[config.mk]
export PLATFORM = sky130hd
export DESIGN_NAME = audio_mixer
export DESIGN_NICKNAME = d
export VERILOG_FILES = /design/src/rtl/audio_mixer.sv
export SDC_FILE = /design/constraint.sdc
export NUM_CORES = 1
export LEC_CHECK = 0
export ABC_AREA = 1
export BUFFER_PORTS_ARGS = -buffer_cell sky130_fd_sc_hd__buf_2
export CORE_ASPECT_RATIO = 1.5
export CORE_UTILIZATION = 43
export CTS_CLUSTER_SIZE = 10
export DETAILED_ROUTE_END_ITERATION = 10
export PLACE_DENSITY = 0.66
export SLEW_MARGIN = 20
export SYNTH_ARGS = -nofsm -noshare
export SYNTH_HDL_FRONTEND = slang
export SYNTH_SLANG_ARGS = --single-unit
[constraint.sdc]
create_clock -name clk_50mhz -period 17.6 [get_ports clk_50mhz]
set_input_delay 2.64 -clock clk_50mhz [delete_from_list [all_inputs] [get_ports clk_50mhz]]
set_output_delay 2.64 -clock clk_50mhz [all_outputs]
set_load 0.01 [all_outputs]
[src/rtl/audio_mixer.sv]
`default_nettype none
// ============================================================================
// Module   : audio_mixer
// Brief    : Time-multiplexed stereo voice mixer with master volume,
//            16-bit saturation and sticky clip/overrun flags.
// Revision : 1.0 - initial release
// ============================================================================
module audio_mixer #(
    parameter int NUM_VOICES  = 4,
    parameter int UNITY_SHIFT = 7
) (
    input  logic                    clk_50mhz,
    input  logic                    reset,
    input  logic                    sample_tick,
    input  logic [16*NUM_VOICES-1:0] voice_left,
    input  logic [16*NUM_VOICES-1:0] voice_right,
    input  logic [NUM_VOICES-1:0]   voice_mute,
    input  logic [7:0]              master_vol,
    input  logic                    clr_flags,
    output logic [15:0]             mix_left,
    output logic [15:0]             mix_right,
    output logic                    mix_valid,
    output logic                    busy,
    output logic                    clip_left,
    output logic                    clip_right,
    output logic                    overrun
);

    localparam int c_idx_w  = $clog2(NUM_VOICES);
    localparam int c_acc_w  = 16 + c_idx_w + 1;
    localparam int c_prod_w = c_acc_w + 9;

    localparam logic [c_idx_w-1:0]         c_last_idx = c_idx_w'(NUM_VOICES - 1);
    localparam logic signed [c_prod_w-1:0] c_sat_max  = c_prod_w'(32767);
    localparam logic signed [c_prod_w-1:0] c_sat_min  = c_prod_w'(-32768);

    typedef enum logic [1:0] {
        ST_IDLE   = 2'd0,
        ST_ACCUM  = 2'd1,
        ST_SCALE  = 2'd2,
        ST_OUTPUT = 2'd3
    } state_t;

    state_t r_state;
    state_t w_state_next;

    logic signed [15:0]         r_snap_left  [NUM_VOICES];
    logic signed [15:0]         r_snap_right [NUM_VOICES];
    logic [NUM_VOICES-1:0]      r_snap_mute;
    logic [7:0]                 r_snap_vol;
    logic [c_idx_w-1:0]         r_index;
    logic signed [c_acc_w-1:0]  r_acc_left;
    logic signed [c_acc_w-1:0]  r_acc_right;
    logic signed [c_prod_w-1:0] r_scaled_left;
    logic signed [c_prod_w-1:0] r_scaled_right;

    logic signed [c_acc_w-1:0]  w_add_left;
    logic signed [c_acc_w-1:0]  w_add_right;
    logic signed [8:0]          w_vol_s;
    logic signed [c_prod_w-1:0] w_prod_left;
    logic signed [c_prod_w-1:0] w_prod_right;
    logic                       w_ovf_left;
    logic                       w_ovf_right;
    logic                       w_in_output;

    function automatic logic [15:0] sat16(input logic signed [c_prod_w-1:0] v);
        if (v > c_sat_max) begin
            return 16'h7FFF;
        end else if (v < c_sat_min) begin
            return 16'h8000;
        end else begin
            return v[15:0];
        end
    endfunction

    always_comb begin
        w_add_left  = '0;
        w_add_right = '0;
        if (!r_snap_mute[r_index]) begin
            w_add_left  = c_acc_w'(r_snap_left[r_index]);
            w_add_right = c_acc_w'(r_snap_right[r_index]);
        end
    end

    // Zero-extended gain keeps master_vol unsigned inside a signed multiply.
    assign w_vol_s      = {1'b0, r_snap_vol};
    assign w_prod_left  = c_prod_w'(r_acc_left) * c_prod_w'(w_vol_s);
    assign w_prod_right = c_prod_w'(r_acc_right) * c_prod_w'(w_vol_s);
    assign w_ovf_left   = (r_scaled_left > c_sat_max) || (r_scaled_left < c_sat_min);
    assign w_ovf_right  = (r_scaled_right > c_sat_max) || (r_scaled_right < c_sat_min);
    assign w_in_output  = (r_state == ST_OUTPUT);
    assign busy         = (r_state != ST_IDLE);

    always_ff @(posedge clk_50mhz or posedge reset) begin
        if (reset) begin
            r_state <= ST_IDLE;
        end else begin
            r_state <= w_state_next;
        end
    end

    always_comb begin
        w_state_next = r_state;
        case (r_state)
            ST_IDLE:   if (sample_tick) w_state_next = ST_ACCUM;
            ST_ACCUM:  if (r_index == c_last_idx) w_state_next = ST_SCALE;
            ST_SCALE:  w_state_next = ST_OUTPUT;
            ST_OUTPUT: w_state_next = ST_IDLE;
            default:   w_state_next = ST_IDLE;
        endcase
    end

    always_ff @(posedge clk_50mhz or posedge reset) begin
        if (reset) begin
            for (int i = 0; i < NUM_VOICES; i++) begin
                r_snap_left[i]  <= '0;
                r_snap_right[i] <= '0;
            end
            r_snap_mute    <= '0;
            r_snap_vol     <= '0;
            r_index        <= '0;
            r_acc_left     <= '0;
            r_acc_right    <= '0;
            r_scaled_left  <= '0;
            r_scaled_right <= '0;
            mix_left       <= '0;
            mix_right      <= '0;
            mix_valid      <= 1'b0;
        end else begin
            mix_valid <= 1'b0;
            case (r_state)
                ST_IDLE: begin
                    if (sample_tick) begin
                        for (int i = 0; i < NUM_VOICES; i++) begin
                            r_snap_left[i]  <= voice_left[16*i +: 16];
                            r_snap_right[i] <= voice_right[16*i +: 16];
                        end
                        r_snap_mute <= voice_mute;
                        r_snap_vol  <= master_vol;
                        r_index     <= '0;
                        r_acc_left  <= '0;
                        r_acc_right <= '0;
                    end
                end
                ST_ACCUM: begin
                    r_acc_left  <= r_acc_left + w_add_left;
                    r_acc_right <= r_acc_right + w_add_right;
                    r_index     <= (r_index == c_last_idx) ? '0 : r_index + c_idx_w'(1);
                end
                ST_SCALE: begin
                    r_scaled_left  <= w_prod_left >>> UNITY_SHIFT;
                    r_scaled_right <= w_prod_right >>> UNITY_SHIFT;
                end
                ST_OUTPUT: begin
                    mix_left  <= sat16(r_scaled_left);
                    mix_right <= sat16(r_scaled_right);
                    mix_valid <= 1'b1;
                end
                default: ;
            endcase
        end
    end

    // Sticky flags: a set event in the same cycle as clr_flags takes priority.
    always_ff @(posedge clk_50mhz or posedge reset) begin
        if (reset) begin
            clip_left  <= 1'b0;
            clip_right <= 1'b0;
            overrun    <= 1'b0;
        end else begin
            if (w_in_output && w_ovf_left) begin
                clip_left <= 1'b1;
            end else if (clr_flags) begin
                clip_left <= 1'b0;
            end
            if (w_in_output && w_ovf_right) begin
                clip_right <= 1'b1;
            end else if (clr_flags) begin
                clip_right <= 1'b0;
            end
            if (sample_tick && busy) begin
                overrun <= 1'b1;
            end else if (clr_flags) begin
                overrun <= 1'b0;
            end
        end
    end

endmodule
`default_nettype wire

==> results.yml <==
run_status:
  outcome: "complete, no violations"
drt:
  drc: 0
  drtAntennaViolNets: 0
  vias: 20603
  wl_um: 61100
  via_per_inst: 4.85
  drtPass1Iterations: 7
  wl_per_cell_um: 14.4
  drt_iter0_markers: 928
synth:
  synth_commonest_cells: "1122 x nand2_1, 666 x inv_1, 260 x dfrtp_1"
  ys_types: 47
  synth_area_leader_cell: "dfrtp_1"
  ys_ff_latch: 260
  avgSynthCellArea_um2: 7.25
  synth_edf_count: 0
  yosys_warnings: 0
  yosys.area.top_type_share: 0.264
  yosysSeqAreaShare: 0.264
  synth_area_mm2: 0.0246
  netlist_instances: 3393
  synthFlopType: "dfrtp_1"
  async_reset_ff_frac: 1.00
  syn_nets: 3922
  post-synth-top-count-cell: "nand2_1"
  synth_area_leaders: "dfrtp_1 26%, fa_1 20%, nand2_1 17%"
sta:
  skew_ps: 18.8
  min_period_over_period: 0.289
  tightest_slew_ps: 942
  setup_slack_ps: 12520
  setup_tns_ps: 0
  fmax_mhz: 197
  finalMaxSlewViolations: 0
  relSlewSlack: 0.370
  finalHoldViolCount: 0
  setup_viol: 0
  rsz0062_at_grt: "no"
  finalCriticalPeriod_ps: 5080
grt:
  grt_util_met2: 0.393
  grt.met3_usage: 0.0189
  busiest_layer: "met2"
  grt_pass1_wl_um: 104000
  first_global_vias: 21438
  overflow: 0
  grt.total_usage: 0.218
  antenna_found_initial: 2
  grt_max_degree: 156
  met1_usage: 0.278
place:
  portBuffers: 180
  post-place-ws_ps: 12560
  gp_congestion: 0.899
  dp_hpwl_um: 47000
  detailed_place.area_mm2: 0.0260
cells_and_area:
  finish.net_count: 4005
  final_layout_size_suffix_gt1_frac: 0.0769
  fill_cells: 5772
  syn2layout_area_growth_pct: 9.30
  antenna_cells: 0
  final_util: 0.475
  multi_input_area_mm2: 0.0150
  final_area_mm2: 0.0269
  regArea_mm2: 0.00651
critical_path:
  critPathCapture: "r_scaled_right[18]"
  startpoint: "r_snap_vol[3]"
  critPathLaunchType: "flip-flop"
  rr_worst_depth: 21
  path_max_fanout: 20
  required_ps: 18050
  critPathKind: "reg2reg"
  arrival_ps: 5530
  rr_endpoint: "r_scaled_right[18]"
  end_kind: "flip-flop"
  timing.rr.start: "r_snap_vol[3]"
  reg2reg_slack_ps: 12520
cts:
  cts_hold_buf: 0
  cts_root_buf: "clkbuf_16"
  cts_tree: "yes"
  clock_path_buffers: 3
  postCtsResizedCells: 0
  cts_num_sinks: 260
  clkSlewWorstSetupHoldPaths_ps: 60
  post-cts-setup-buffer-count: 0
  numCtsBuffers: 31
  insertion_delay_ps: 580
  htree_levels: 1
die:
  die-area_mm2: 0.0582
  initial_core_util: 0.434
  dieWidth_um: 197
  ios: 181
  core_mm2: 0.0566
  row_count: 107
  die_y_um: 295
run:
  drv_cap: 0
min_path:
  hp-class: "reg2reg"
[per-layer routing]
| layer | vias to the layer above | part of all wire |
|---|---|---|
| met5 | - | 0.00038 |
| met4 | 4 | 0.022 |
| met3 | 91 | 0.036 |
| met2 | 407 | 0.50 |
| met1 | 9720 | 0.45 |
| li1 | 10381 | - |
[cell families after synthesis]
kind of cell | after synthesis | share of synthesized area
AO/OA/AOI/OAI | 392 | 0.0860
XOR/XNOR | 26 | 0.00926
adder cells (fa/ha/maj) | 385 | 0.269
buffers and inverters | 817 | 0.127
flip-flops | 260 | 0.264
AND/OR/NAND/NOR | 1513 | 0.244
[critical path, stage by stage, from the launching register on]
cell and delay [ps]:
dfrtp_1 840, buf_4 400, nand2_1 120, fa_1 520, fa_1 550, inv_1 50
fa_1 480, inv_1 50, fa_1 490, inv_1 50, ha_1 320, nand2_1 80
inv_1 80, nand3_1 80, o21ai_2 210, nand3_1 100, nand2_1 180, nand2_1 100
nand2_1 70, nand2_1 50, nand3_1 60, nand2_1 60
[state kept, by name, indices dropped and copies added (netlist names), 2 cells and up]
register and flops:
r_snap_left 64, r_snap_right 64, r_scaled_left 21, r_scaled_right 21
r_acc_left 19, r_acc_right 19, mix_left 16, mix_right 16
r_snap_vol 8, r_snap_mute 4, r_index 2, r_state 2
[cell type report]
cell class                 instances  area share
clock buffer                      37      0.0301
timing repair buffer             198      0.0390
clock inverter                     3     0.00256
tap                              763      0.0355
inverter                         669      0.0937
multi-input combinational       2316       0.557
sequential                       260       0.242
[how the worst min path moves through the flow]
stage,from,to,slack (ps),depth (start not counted)
2_1_floorplan,r_snap_left[16],r_snap_left[16],440,2
3_3_place_gp,r_snap_left[47],r_snap_left[47],460,2
3_5_place_dp,r_snap_right[35],r_snap_right[35],460,2
4_1_cts,r_snap_right[35],r_snap_right[35],480,2
5_1_grt,r_snap_right[42],r_snap_right[42],490,2
6_report,r_snap_right[34],r_snap_right[34],470,2
[cell usage in the layout (no fill, tap or decap), types with 24 or more instances in the layout]
cell type  count
fa_1         240
nand2_1     1121
a21oi_1      141
clkbuf_16     31
inv_1        664
dfrtp_1      258
buf_2        180
o21ai_0      165
nand4_1       24
nor2_1       218
ha_1         145
nand3_1      103
[metrics by stage]
| stage | hold WS, ps | instances |
|---|---|---|
| final | 469 | 4246 |
| after global placement | 457 | 4206 |
| after detailed placement | 460 | 4206 |
| after CTS | 475 | 4246 |
| after global routing | 486 | 4246 |
| after floorplan | 444 | 3393 |
Power is not shown: default switching activity piles up to over one toggle a cycle in this logic, so the estimate is an artifact.
